<file path="config.mk">
export PLATFORM = sky130hd
export DESIGN_NAME = reg_dump_reader
export DESIGN_NICKNAME = d
export VERILOG_FILES = /design/src/rtl/reg_dump_reader.sv
export SDC_FILE = /design/constraint.sdc
export NUM_CORES = 1
export LEC_CHECK = 0
export ABC_AREA = 1
export CORE_UTILIZATION = 25
export DETAILED_ROUTE_END_ITERATION = 6
export PLACE_DENSITY_LB_ADDON = 0.05
export SYNTH_ARGS = -nofsm -noshare
export SYNTH_HDL_FRONTEND = slang
export SYNTH_SLANG_ARGS = --single-unit
</file>
<file path="constraint.sdc">
create_clock -name clk -period 1.52 [get_ports clk]
set_clock_uncertainty 0.05 [all_clocks]
set_input_delay 0.38 -clock clk [delete_from_list [all_inputs] [get_ports clk]]
set_output_delay 0.38 -clock clk [all_outputs]
set_load 0.02 [all_outputs]
</file>
<file path="src/rtl/reg_dump_reader.sv">
// reg_dump_reader: walks an inclusive register-file address range and streams
// each register's contents out over a valid/ready handshake, one word per
// FETCH/SEND pair. All outputs are driven straight from flops.
module reg_dump_reader #(
  parameter int ADDR_W = 5,
  parameter int DATA_W = 32
) (
  input  logic              clk,
  input  logic              rst,
  input  logic              start,
  input  logic [ADDR_W-1:0] first_addr,
  input  logic [ADDR_W-1:0] last_addr,
  output logic [ADDR_W-1:0] rd_addr,
  input  logic [DATA_W-1:0] rd_data,
  output logic              out_valid,
  input  logic              out_ready,
  output logic [DATA_W-1:0] out_data,
  output logic [ADDR_W-1:0] out_addr,
  output logic              out_last,
  output logic              busy,
  output logic              done,
  output logic              err
);

  typedef enum logic [1:0] {
    IDLE  = 2'd0,
    FETCH = 2'd1,
    SEND  = 2'd2
  } state_t;

  state_t              state_r, state_nxt_s;
  logic [ADDR_W-1:0]   last_r, last_nxt_s;
  logic [ADDR_W-1:0]   rd_addr_r, rd_addr_nxt_s;
  logic [DATA_W-1:0]   out_data_r, out_data_nxt_s;
  logic [ADDR_W-1:0]   out_addr_r, out_addr_nxt_s;
  logic                out_last_r, out_last_nxt_s;
  logic                out_valid_r, out_valid_nxt_s;
  logic                busy_r, busy_nxt_s;
  logic                done_r, done_nxt_s;
  logic                err_r, err_nxt_s;

  // Next-state and next-output decode; every register defaults to holding.
  always_comb begin
    state_nxt_s     = state_r;
    last_nxt_s      = last_r;
    rd_addr_nxt_s   = rd_addr_r;
    out_data_nxt_s  = out_data_r;
    out_addr_nxt_s  = out_addr_r;
    out_last_nxt_s  = out_last_r;
    out_valid_nxt_s = out_valid_r;
    done_nxt_s      = 1'b0;
    err_nxt_s       = 1'b0;
    case (state_r)
      IDLE: begin
        if (start) begin
          if (first_addr <= last_addr) begin
            last_nxt_s    = last_addr;
            rd_addr_nxt_s = first_addr;
            state_nxt_s   = FETCH;
          end else begin
            err_nxt_s = 1'b1;
          end
        end else begin
          state_nxt_s = IDLE;
        end
      end
      FETCH: begin
        out_data_nxt_s  = rd_data;
        out_addr_nxt_s  = rd_addr_r;
        out_last_nxt_s  = (rd_addr_r == last_r);
        out_valid_nxt_s = 1'b1;
        state_nxt_s     = SEND;
      end
      SEND: begin
        if (out_ready) begin
          out_valid_nxt_s = 1'b0;
          if (out_last_r) begin
            // Range finished; no increment, so last_addr = max never wraps.
            done_nxt_s  = 1'b1;
            state_nxt_s = IDLE;
          end else begin
            rd_addr_nxt_s = rd_addr_r + ADDR_W'(1);
            state_nxt_s   = FETCH;
          end
        end else begin
          state_nxt_s = SEND;
        end
      end
      default: begin
        out_valid_nxt_s = 1'b0;
        state_nxt_s     = IDLE;
      end
    endcase
    busy_nxt_s = (state_nxt_s != IDLE);
  end

  // State and output registers with asynchronous active-low reset.
  always_ff @(posedge clk or negedge rst) begin
    if (!rst) begin
      state_r     <= IDLE;
      last_r      <= '0;
      rd_addr_r   <= '0;
      out_data_r  <= '0;
      out_addr_r  <= '0;
      out_last_r  <= 1'b0;
      out_valid_r <= 1'b0;
      busy_r      <= 1'b0;
      done_r      <= 1'b0;
      err_r       <= 1'b0;
    end else begin
      state_r     <= state_nxt_s;
      last_r      <= last_nxt_s;
      rd_addr_r   <= rd_addr_nxt_s;
      out_data_r  <= out_data_nxt_s;
      out_addr_r  <= out_addr_nxt_s;
      out_last_r  <= out_last_nxt_s;
      out_valid_r <= out_valid_nxt_s;
      busy_r      <= busy_nxt_s;
      done_r      <= done_nxt_s;
      err_r       <= err_nxt_s;
    end
  end

  assign rd_addr   = rd_addr_r;
  assign out_data  = out_data_r;
  assign out_addr  = out_addr_r;
  assign out_last  = out_last_r;
  assign out_valid = out_valid_r;
  assign busy      = busy_r;
  assign done      = done_r;
  assign err       = err_r;

endmodule

</file>
Yosys cells after proc, flatten, opt, wreduce, memory -nomap -nowiden

Cells that the tools add are included.

Flip-flop bits (word level): 54
Output and inout bits: 47

Add/subtract/negate cells: 1
Order comparisons: 1
Equality and inequality tests: 7
Multiplexer cells: 18
Bitwise logic cells: 1
Reductions and logical operators: 6

Operator list:

| operator              | count |
|---|---|
| $mux W5               | 4 |
| $pmux W5 S2           | 1 |
| $mux W1               | 8 |
| $ne A2 B2 Y1 const B  | 4 |
| $mux W2               | 3 |
| $pmux W2 S3           | 1 |
| $add A5 B1 Y5 const B | 1 |
| $eq A5 B5 Y1          | 1 |
| $le A5 B5 Y1          | 1 |
| $reduce_and A5 Y1     | 1 |
| $reduce_bool A2 Y1    | 2 |
| $pmux W1 S3           | 1 |
| $reduce_and A3 Y1     | 1 |
| $eq A2 B1 Y1 const B  | 1 |
| $eq A2 B2 Y1 const B  | 1 |
| $logic_not A2 Y1      | 1 |
| $reduce_and A2 Y1     | 1 |
| $not A1 Y1            | 1 |

Logic depth before layout (Yosys ltp)

Gate-level depths: netlist of run 1.

Word-level depth: 5
Mapped depth: 10
Mapped depth without buffers: 10

Worst setup path before layout of run 1

No wires, ideal clock.

Kind: input -> register
From: input last_addr[4]
To: register busy_r, in the netlist busy
Data arrival time: 1.375 ns
Setup slack: -0.039 ns
Stages: 9
Path buffers: 0
Cells stage by stage: inv_1 ha_1 nand2_1 nor2_1 nand2_1 nand3_1 nand3_1 nand2_4 nand3_1

Longest elaborated chain between the ends: 5

RTL lines:

| what                   | line | text |
|---|---|---|
| start: declaration     | 12   | `input logic [ADDR_W-1:0] last_addr,` |
| $le A5 B5 Y1           | 56   | `if (first_addr <= last_addr) begin` |
| $mux W2                | 56   |  |
| $mux W2                | 55   | `if (start) begin` |
| $pmux W2 S3            | 53   | `case (state_r)` |
| $reduce_bool A2 Y1     | 94   | `busy_nxt_s = (state_nxt_s != IDLE);` |
| named net busy_nxt_s   | 38   | `logic busy_r, busy_nxt_s;` |
| end signal: assignment | 118  | `busy_r <= busy_nxt_s;` |
| end: declaration       | 38   |  |

The timed path passes the listed nets, and every way through them passes these cells.
A chain may end at the register's enable or synchronous reset.

Worst setup path in the final report of run 1

From: input last_addr[3]
To: register busy_r, in the netlist busy

Same word-level chain as after synthesis.

==> results of run 1 <==
==> cell type report <==
type,count,area share
clock buffers,6,0.0191
clock inverters,1,0.00197
inverters,22,0.0224
repair buffers,120,0.290
well taps,129,0.0425
flip-flops and latches,54,0.355
multi-input cells,204,0.269
==> stage by stage <==
step	utilization	area, µm²
6_report	0.411	3800
5_1_grt	0.411	3800
4_1_cts	0.404	3740
3_5_place_dp	0.394	3640
3_3_place_gp	0.394	3640
2_1_floorplan	-	2380
==> per-layer routing <==
metal	global-route usage	up-vias
li1	-	1117
met1	0.200	990
met2	0.212	66
met3	0.0330	4
met4	0.0339	0
met5	0	-
==> worst max-delay path, cell delays in order <==
cell and delay, ns:
dlygate4sd2_1 0.21, inv_2 0.05, ha_4 0.25, nand2_2 0.07, nor2_4 0.12, nand2_2 0.07
nand3_4 0.10, nand3_4 0.13, nand2_4 0.14, nand3_1 0.08
==> cells by family (layout without fill, tap and decap cells) <==
logic type      count (synthesis)  count (layout)
fa+ha+maj                       6               6
xor+xnor                        2               2
compound gates                 16              16
simple gates                  179             180
buf+inv                        29             149
flops                          54              54
==> cells in the final DEF, fill, tap and decap left out, drive strengths merged <==
master / Yosys / routed
nand4: 1 / 1
buf: 2 / 28
clkinvlp: 0 / 1
a21oi: 1 / 1
inv: 22 / 22
o21ai: 14 / 14
clkdlybuf4s50: 0 / 34
dlygate4sd2: 0 / 52
clkdlybuf4s15: 0 / 2
clkbuf: 5 / 7
dfrtp: 54 / 54
dlymetal6s2s: 0 / 2
nor3: 3 / 3
nand3: 11 / 11
nor2: 12 / 12
xnor2: 2 / 2
nand2: 152 / 153
dlygate4sd3: 0 / 1
o22ai: 1 / 1
ha: 6 / 6
==> final timing paths <==
check,cells past startpoint,start,endpoint
min in group asynchronous,3,rst,out_data[0]
worst max-delay path,10,last_addr[3],busy
worst max register to register,8,state_r[1],rd_addr[3]
max in group asynchronous,3,rst,rd_addr[1]
worst min-delay path,2,out_data[0],out_data[0]
worst min register to register,2,out_data[0],out_data[0]
==> power by group through the flow <==
stage                     Combinational [W]  Clock [W]  Sequential [W]
after global routing                0.00422   0.000880         0.00254
after CTS                           0.00381   0.000842         0.00245
after detailed placement            0.00415          0         0.00250
after floorplan                     0.00144          0         0.00321
after global placement              0.00414          0         0.00248
final                               0.00377   0.000795         0.00244
==> flip-flops by register name (all words and copies together), names as in the netlist, 2 cells and up <==
signal    cells
last_r        5
out_addr      5
out_data     32
rd_addr       5
state_r       2
==> timing repair <==
| action | 4_1_cts | 5_1_grt |
|---|---|---|
| gates cloned | 1 | 0 |
| hold buffers | 1 | 0 |
| resized for setup | 70 | 17 |
| buffers inserted | 2 | 2 |
| endpoints found under the hold margin | 22 | 0 |
| setup endpoints to repair | 60 | 12 |
| pin swaps | 9 | 6 |
==> impl_results.md, run 1 <==
- Status: finished clean
- Core Region: 9240 µm²
- Uppermost layer routed: met4
- Area share of and/or/nand/nor cells after synthesis: 0.310
- Final Hold Viols: 0
- Initial detailed-routing violation count: 71
- Max Cap Viol: 0
- Internal power: 0.00386 W
- Final ANT Viol Nets: 0
- WP data required: 1.67 ns
- Gr ovfl total: 0
- Synth Area in XOR/XNOR: 0.00738
- Post-synthesis sequential area ratio: 0.569
- Synth unique cells: 22
- CTS Buffer Depth: 2
- Setup TNS: 0 ns
- Fill cells: 973
- Site row count: 35
- Die Wd: 99.5 µm
- CTS tree: built
- Minimum clock period: 1.47 ns
- CP Class: in2reg
- Multi-input gate area: 1020 µm²
- Slew HR: 0.794
- DIE AREA: 9890 µm²
- Mux contribution to synthesized area: 0
- Max Slew Vio Count: 0
- Switching share of power: 0.448
- Place WS: -0.621 ns
- Post-Syn Instances: 286
- Io pins: 93
- Initial cell density of the core: 0.257
- Main combinational cell family by area after synthesis: simple AND/OR/NAND/NOR gates
- Worst R2R Setup Slack: 0.14 ns
- Switch Pwr: 0.00313 W
- Post-Synth Adder-Cell Area: 0.0316
- Placed cell count: 523
- Root Buffer: clkbuf_8
- Worst EP arrival: 1.61 ns
- Total wire length: 6440 µm
- CTS Sinks: 54
- GRT Util Overall: 0.140
- First-pass DRT Iterations: 4
- Logic pwr share: 0.538
- Register area: 1350 µm²
- Startpoint types: input pin
- Synth Net Count: 338
- Cell taking the most area after synthesis: dfrtp_1
- Vias per inst: 4.06
- PortBufs: 92
- Nets: 459
- Maximum clock rate: 682 MHz
- Post-synth top area share: 0.569
- Power Dens Cells: 1840 nW/µm²
- Clock Latency Late Sink: 0.31 ns
- Flip-flop and latch count after synthesis: 54
- H-tree depth: 2
- Synth Area in Compound Gates: 0.0342
- Clk pwr share: 0.114
- Synth top area cells: dfrtp_1 57%, nand2_1 24%, ha_1 3.2%, inv_1 2.8%, nand3_1 2.3%
- Met3 routed WL: 392 µm
- Sequential Power Share: 0.348
- Detail Placement HPWL: 4530 µm
- RSZ-0062 raised after global routing: true
- Metal-1 WL: 3220 µm
- HP Class: reg2reg
- Initial antenna violation count: 0
- Via Count: 2177
- Yosys Warn Count: 0
- Fin Hold WS: 0.422 ns
- Post-synth EDFFs: 0
- Worst Path Max Fanout: 7
- Post-Syn Area: 2370 µm²
- Worst-margin pin slew: 0.308 ns
- Ys async rst share: 1.00
- First-pass GRT wire length: 10800 µm
- Post-route setup slack: 0.0538 ns
- Clock Pin Slew Worst Setup and Hold Paths: 0.10 ns
- Mapped Avg Cell Area: 8.30 µm²
- # setup viols final: 0
- VDD IR max: 0.636 mV
- Final total power: 0.00700 W
- Critical Path End Type: register
- Placer Congestion: 0.800
- Top cells by count, synth: 149 x nand2_1, 54 x dfrtp_1, 18 x inv_1
- Layout cell share with drive strength beyond 1: 0.165
- Num CTS Buffers: 5
- Diodes inserted: 0
- Chip Height: 99.5 µm
- Top-count cell post-synth: nand2_1
- Vias in the first global route: 2150
- Area delta synth->final: 60.1%
- Routed len/inst: 12.0 µm
- WL met2: 2770 µm
- Pin count of the biggest net entering global routing: 46
- Non-filler cells, final: 536
- Leakage: 2.02 nW
- Main flop type after synthesis: dfrtp_1
- DRC Markers: 0
- Period utilisation layout: 0.965
Power figures use the tool's default switching activity.
==> inputs of run 2 (changes only) <==
--- a/config.mk
+++ b/config.mk
@@ -7,8 +7,10 @@
 export LEC_CHECK = 0
 export ABC_AREA = 1
 export CORE_UTILIZATION = 25
+export CTS_BUF_LIST = sky130_fd_sc_hd__clkbuf_2 sky130_fd_sc_hd__clkbuf_4 sky130_fd_sc_hd__clkbuf_8
 export DETAILED_ROUTE_END_ITERATION = 6
 export PLACE_DENSITY_LB_ADDON = 0.05
+export RECOVER_POWER = 50
 export SYNTH_ARGS = -nofsm -noshare
 export SYNTH_HDL_FRONTEND = slang
 export SYNTH_SLANG_ARGS = --single-unit
==> impl_results.md, run 2 (same netlist as run 1, synthesis figures left out) <==
- Hold depth: 2 (unchanged)
- Chip Height: 99.5 µm (unchanged)
- Pin count of the biggest net entering global routing: 46 (unchanged)
- Clock Pin Slew Worst Setup and Hold Paths: 0.10 ns (about the same)
- H-tree depth: 2 (unchanged)
- # setup viols final: 0 (unchanged)
- Switch Pwr: 0.00313 W (about the same)
- GRT Util Overall: 0.140 (unchanged)
- Period utilisation layout: 0.964 (was 0.965)
- Max stage delay cell, worst path: ha_4 (unchanged)
- Clk pwr share: 0.116 (was 0.114)
- Power Dens Cells: 1850 nW/µm² (was 1840 nW/µm²)
- Sequential Power Share: 0.349 (was 0.348)
- Worst EP arrival: 1.61 ns (about the same)
- Worst Path Max Fanout: 7 (unchanged)
- Vias in the first global route: 2150 (unchanged)
- Final total power: 0.00698 W (was 0.00700 W)
- WP data required: 1.67 ns (about the same)
- Worst reg2reg path depth: 8 (unchanged)
- Reg-to-Reg Start: state_r[1] (unchanged)
- Vias per inst: 4.07 (was 4.06)
- HP Class: reg2reg (unchanged)
- Internal power: 0.00385 W (was 0.00386 W)
- CTS Sinks: 54 (unchanged)
- Slew HR: 0.514 (was 0.794)
- Nets: 459 (unchanged)
- Worst Setup SP: last_addr[3] (unchanged)
- Core Region: 9240 µm² (unchanged)
- Worst R2R Setup Slack: 0.14 ns (about the same)
- Worst setup path endpoint: busy (unchanged)
- Clock Latency Late Sink: 0.31 ns (about the same)
- Final Hold Viols: 0 (unchanged)
- Site row count: 35 (unchanged)
- Worst-margin pin slew: 0.728 ns (was 0.308 ns)
- DRC Markers: 0 (unchanged)
- Final Core Density: 0.408 (was 0.411)
- RSZ-0062 raised after global routing: true (unchanged)
- Startpoint types: input pin (unchanged)
- CTS Buffer Depth: 2 (unchanged)
- Initial cell density of the core: 0.257 (unchanged)
- Most frequent cells in the layout: 142 x nand2_1, 54 x dfrtp_1, 52 x dlygate4sd2_1, 33 x clkdlybuf4s50_1, 22 x buf_4 (was 142 x nand2_1, 54 x dfrtp_1, 52 x dlygate4sd2_1, 34 x clkdlybuf4s50_1, 24 x buf_4)
- Most common cell after layout, fill and taps aside: nand2_1 (unchanged)
- Final ANT Viol Nets: 0 (unchanged)
- Num CTS Buffers: 5 (unchanged)
- Max incr delay on CP: 0.25 ns (about the same)
- CTS tree: built (unchanged)
- Initial detailed-routing violation count: 68 (was 71)
- Io pins: 93 (unchanged)
- Via Count: 2180 (was 2177)
- Minimum clock period: 1.47 ns (about the same)
- Initial antenna violation count: 0 (unchanged)
- Buf/Inv on CP: 2 (unchanged)
- Worst r2r dst: rd_addr[3] (unchanged)
- Diodes inserted: 0 (unchanged)
- Critical Path End Type: register (unchanged)
- Max FFs per register: 32 (unchanged)
- Max Cap Viol: 0 (unchanged)
- Placer Congestion: 0.800 (unchanged)
- Root Buffer: clkbuf_8 (unchanged)
- Routed len/inst: 12.0 µm (about the same)
- Critical path cell sequence: dlygate4sd2_1, inv_2, ha_4, nand2_2, nor2_4, nand2_2, nand3_4, nand3_4, nand2_4, nand3_1 (unchanged)
- First-pass GRT wire length: 10800 µm (unchanged)
- Logic pwr share: 0.534 (was 0.538)
- Max Slew Vio Count: 0 (unchanged)
- Layout cell share with drive strength beyond 1: 0.160 (was 0.165)
- DIE AREA: 9890 µm² (unchanged)
- Leakage: 2.01 nW (was 2.02 nW)
- Switching share of power: 0.448 (about the same)
- Worst path depth: 10 (unchanged)
- Area delta synth->final: 58.6% (was 60.1%)
- Die Wd: 99.5 µm (unchanged)
- PortBufs: 92 (unchanged)
- CP delay by family, top: simple AND/OR/NAND/NOR gates (unchanged)
- VDD IR max: 0.640 mV (was 0.636 mV)
- Gr ovfl total: 0 (unchanged)
- Maximum clock rate: 682 MHz (about the same)
- Status: finished clean (unchanged)
- Detail Placement HPWL: 4530 µm (unchanged)
- Total wire length: 6440 µm (about the same)
- First-pass DRT Iterations: 4 (unchanged)
- CP Class: in2reg (unchanged)
-- run 2: power by group through the flow --
stage / registers [W] / logic, W / clock network [W]
after CTS: 0.00245 / 0.00381 / 0.000860
after detailed placement: 0.00250 / 0.00415 / 0
final: 0.00244 / 0.00373 / 0.000812
after global routing: 0.00254 / 0.00418 / 0.000898
after floorplan: 0.00321 / 0.00144 / 0
after global placement: 0.00248 / 0.00414 / 0
-- run 2: routing by layer --
metal,routed length [µm],vias to the layer above,track usage
met4,57,0,0.0339
met2,2770,68,0.212
met3,397,4,0.0330
met5,0,-,0
met1,3210,991,0.200
li1,-,1117,-
-- run 2: layout make-up --
type,count,area [µm²]
Clock buffer,6,76.3
Inverter,22,85.1
Tap cell,129,161
Fill cell,975,5470
Multi-Input combinational cell,204,1020
Sequential cell,54,1350
Timing Repair Buffer,120,1060
Clock inverter,1,7.51
-- run 2: how the worst min path moves through the flow --
| stage | startpoint | to |
|---|---|---|
| 2_1_floorplan | rst | busy |
| 3_3_place_gp | rst | out_data[0] |
| 3_5_place_dp | rst | out_data[0] |
| 4_1_cts | out_data[6] | out_data[6] |
| 5_1_grt | last_addr[4] | last_r[4] |
| 6_report | out_data[0] | out_data[0] |
-- run 2: what timing repair did --
| item | 4_1_cts | 5_1_grt |
|---|---|---|
| endpoints found under the setup margin | 60 | 12 |
| gates cloned | 1 | 0 |
| hold buffers | 1 | 0 |
| endpoints found under the hold margin | 22 | 0 |
| gates resized for setup | 70 | 17 |
| setup buffers | 2 | 2 |
| pin swaps | 9 | 6 |
-- run 2: tightest hold or removal path, delay by kind of cell (launching register included) --
| kind | cells | cell delay, ns |
|---|---|---|
| simple gates | 2 | 0.10 |
| flops | 1 | 0.35 |
-- run 2: through the flow --
step                      setup WS, ns  TNS [ns]  instances  instance area [µm²]  hold WS [ns]
final                           0.0544         0        536                 3770         0.422
after global routing          -0.00764   -0.0119        536                 3770         0.445
after CTS                       0.0292         0        534                 3740         0.428
after detailed placement        -0.621     -7.68        523                 3640         0.327
after global placement          -0.586     -7.32        523                 3640         0.337
after floorplan                0.00860         0        286                 2380        0.0344
==> inputs of run 3 (changes only) <==
--- a/config.mk
+++ b/config.mk
@@ -7,7 +7,6 @@
 export LEC_CHECK = 0
 export ABC_AREA = 1
 export CORE_UTILIZATION = 25
-export CTS_BUF_LIST = sky130_fd_sc_hd__clkbuf_2 sky130_fd_sc_hd__clkbuf_4 sky130_fd_sc_hd__clkbuf_8
 export DETAILED_ROUTE_END_ITERATION = 6
 export PLACE_DENSITY_LB_ADDON = 0.05
 export RECOVER_POWER = 50
==> impl_results.md, run 3 (same netlist as run 1, synthesis figures left out) <==
- Worst Path Max Fanout: 7 (unchanged)
- Gr ovfl total: 0 (unchanged)
- DRC Markers: 0 (unchanged)
- Fill cells: 977 (was 975)
- Leakage: 2.01 nW (about the same)
- Most common cell after layout, fill and taps aside: nand2_1 (unchanged)
- Post-route setup slack: 0.0544 ns (about the same)
- Clk pwr share: 0.114 (was 0.116)
- Place WS: -0.621 ns (unchanged)
- Die Wd: 99.5 µm (unchanged)
- Logic pwr share: 0.536 (was 0.534)
- Pin count of the biggest net entering global routing: 46 (unchanged)
- Maximum clock rate: 682 MHz (about the same)
- Internal power: 0.00384 W (was 0.00385 W)
- Layout cell share with drive strength beyond 1: 0.157 (was 0.160)
- Critical Path End Type: register (unchanged)
- Fin Hold WS: 0.422 ns (unchanged)
- Area delta synth->final: 58.5% (was 58.6%)
- H-tree depth: 2 (unchanged)
- Max FFs per register: 32 (unchanged)
- CP Class: in2reg (unchanged)
- Minimum clock period: 1.47 ns (about the same)
- WP data required: 1.67 ns (about the same)
- Via Count: 2180 (unchanged)
- Final ANT Viol Nets: 0 (unchanged)
- Final Hold Viols: 0 (unchanged)
- Chip Height: 99.5 µm (unchanged)
- CTS tree: built (unchanged)
- Vias in the first global route: 2150 (unchanged)
- Total wire length: 6440 µm (unchanged)
- Hold depth: 2 (unchanged)
- Critical path cell sequence: dlygate4sd2_1, inv_2, ha_4, nand2_2, nor2_4, nand2_2, nand3_4, nand3_4, nand2_4, nand3_1 (unchanged)
- Period utilisation layout: 0.964 (about the same)
- VDD IR max: 0.636 mV (was 0.640 mV)
- Placer Congestion: 0.800 (unchanged)
- Diodes inserted: 0 (unchanged)
- Initial detailed-routing violation count: 68 (unchanged)
- Vias per inst: 4.07 (unchanged)
- First-pass GRT wire length: 10800 µm (unchanged)
- GRT Util Overall: 0.140 (unchanged)
- Detail Placement HPWL: 4530 µm (unchanged)
- First-pass DRT Iterations: 4 (unchanged)
- Most frequent cells in the layout: 142 x nand2_1, 54 x dfrtp_1, 52 x dlygate4sd2_1, 33 x clkdlybuf4s50_1, 22 x buf_4 (unchanged)
- Routed len/inst: 12.0 µm (unchanged)
- Post-Place Cell Area: 3640 µm² (unchanged)
- Max stage delay cell, worst path: ha_4 (unchanged)
- Buf/Inv on CP: 2 (unchanged)
- WHS Endpoint: out_data[0] (unchanged)
- Max incr delay on CP: 0.25 ns (about the same)
- Worst-margin pin slew: 0.728 ns (unchanged)
- Worst reg2reg path depth: 8 (unchanged)
- Max Cap Viol: 0 (unchanged)
- Switch Pwr: 0.00313 W (about the same)
- Nets: 459 (unchanged)
- Initial antenna violation count: 0 (unchanged)
- Sequential Power Share: 0.350 (was 0.349)
- Clock Latency Late Sink: 0.31 ns (about the same)
- CTS Sinks: 54 (unchanged)
- Switching share of power: 0.449 (was 0.448)
- Worst EP arrival: 1.61 ns (about the same)
- Root Buffer: clkbuf_8 (unchanged)
- Post-Layout Inst Area: 3760 µm² (was 3770 µm²)
- CTS Buffer Depth: 2 (unchanged)
- CP delay by family, top: simple AND/OR/NAND/NOR gates (unchanged)
- Startpoint types: input pin (unchanged)
- Worst r2r dst: rd_addr[3] (unchanged)
- Reg-to-Reg Start: state_r[1] (unchanged)
- # setup viols final: 0 (unchanged)
- HP Class: reg2reg (unchanged)
- PortBufs: 92 (unchanged)
- Max Slew Vio Count: 0 (unchanged)
- Initial cell density of the core: 0.257 (unchanged)
- Slew HR: 0.514 (unchanged)
- Site row count: 35 (unchanged)
- Hold Startpoint: out_data[0] (unchanged)
- Power Dens Cells: 1850 nW/µm² (about the same)
- Clock Pin Slew Worst Setup and Hold Paths: 0.10 ns (about the same)
- Core Region: 9240 µm² (unchanged)
- Io pins: 93 (unchanged)
- Final total power: 0.00696 W (was 0.00698 W)
- Worst R2R Setup Slack: 0.14 ns (about the same)
- DIE AREA: 9890 µm² (unchanged)
- RSZ-0062 raised after global routing: true (unchanged)
- Num CTS Buffers: 5 (unchanged)
- Status: finished clean (unchanged)
==> run 3: cell types whose count changed in the layout (fill, tap and decap cells not counted) <==
cell      previous run  this run
clkbuf_4             1         0
clkbuf_1             2         3
==> run 3: final cells by class <==
| class | count | area, µm² | area share |
|---|---|---|---|
| timing repair buffer | 120 | 1060 | 0.283 |
| clock inverter | 1 | 7.51 | 0.00199 |
| multi-input combinational | 204 | 1020 | 0.272 |
| clock buffer | 6 | 72.6 | 0.0193 |
| inverter | 22 | 85.1 | 0.0226 |
| sequential | 54 | 1350 | 0.359 |
| tap | 129 | 161 | 0.0429 |
==> run 3: worst max path at each step <==
| stage | to | cells past startpoint | startpoint |
|---|---|---|---|
| after detailed placement | last_r[1] | 10 | last_addr[4] |
| final | busy | 10 | last_addr[3] |
| after global routing | last_r[1] | 11 | last_addr[4] |
| after floorplan | last_r[1] | 9 | last_addr[4] |
| after CTS | busy | 7 | first_addr[0] |
| after global placement | busy | 10 | last_addr[4] |
==> run 3: per-layer routing <==
layer | track usage | wire length, µm | share of wire | vias to the layer above
li1 | - | - | - | 1117
met1 | 0.200 | 3210 | 0.50 | 991
met2 | 0.212 | 2770 | 0.43 | 68
met3 | 0.0330 | 397 | 0.062 | 4
met4 | 0.0339 | 57 | 0.0088 | 0
met5 | 0 | 0 | 0 | -
==> run 3: worst min-delay path, stage by stage, from the launching register on <==
cell	delay (ns)
dfrtp_1	0.35
nand2_1	0.05
nand2_1	0.05
==> run 3: power by group through the flow <==
stage | clock network, W | logic, W | registers (W)
floorplan | 0 | 0.00144 | 0.00321
global placement | 0 | 0.00414 | 0.00248
detailed placement | 0 | 0.00415 | 0.00250
CTS | 0.000842 | 0.00381 | 0.00245
global route | 0.000880 | 0.00418 | 0.00254
finish | 0.000795 | 0.00373 | 0.00244
==> run 3: what timing repair did <==
action,CTS,global route
hold buffers,1,0
endpoints found under the setup margin,60,12
setup buffers,2,2
pin swaps,9,6
gates resized for setup,70,17
endpoints found under the hold margin,22,0
cloned,1,0
==> run 3: per-stage QoR <==
stage	util	cells	setup TNS, ns
after CTS	0.404	534	0
after detailed placement	0.394	523	-7.68
after global placement	0.394	523	-7.32
final	0.407	536	0
after global routing	0.407	536	-0.0119
after floorplan	-	286	0
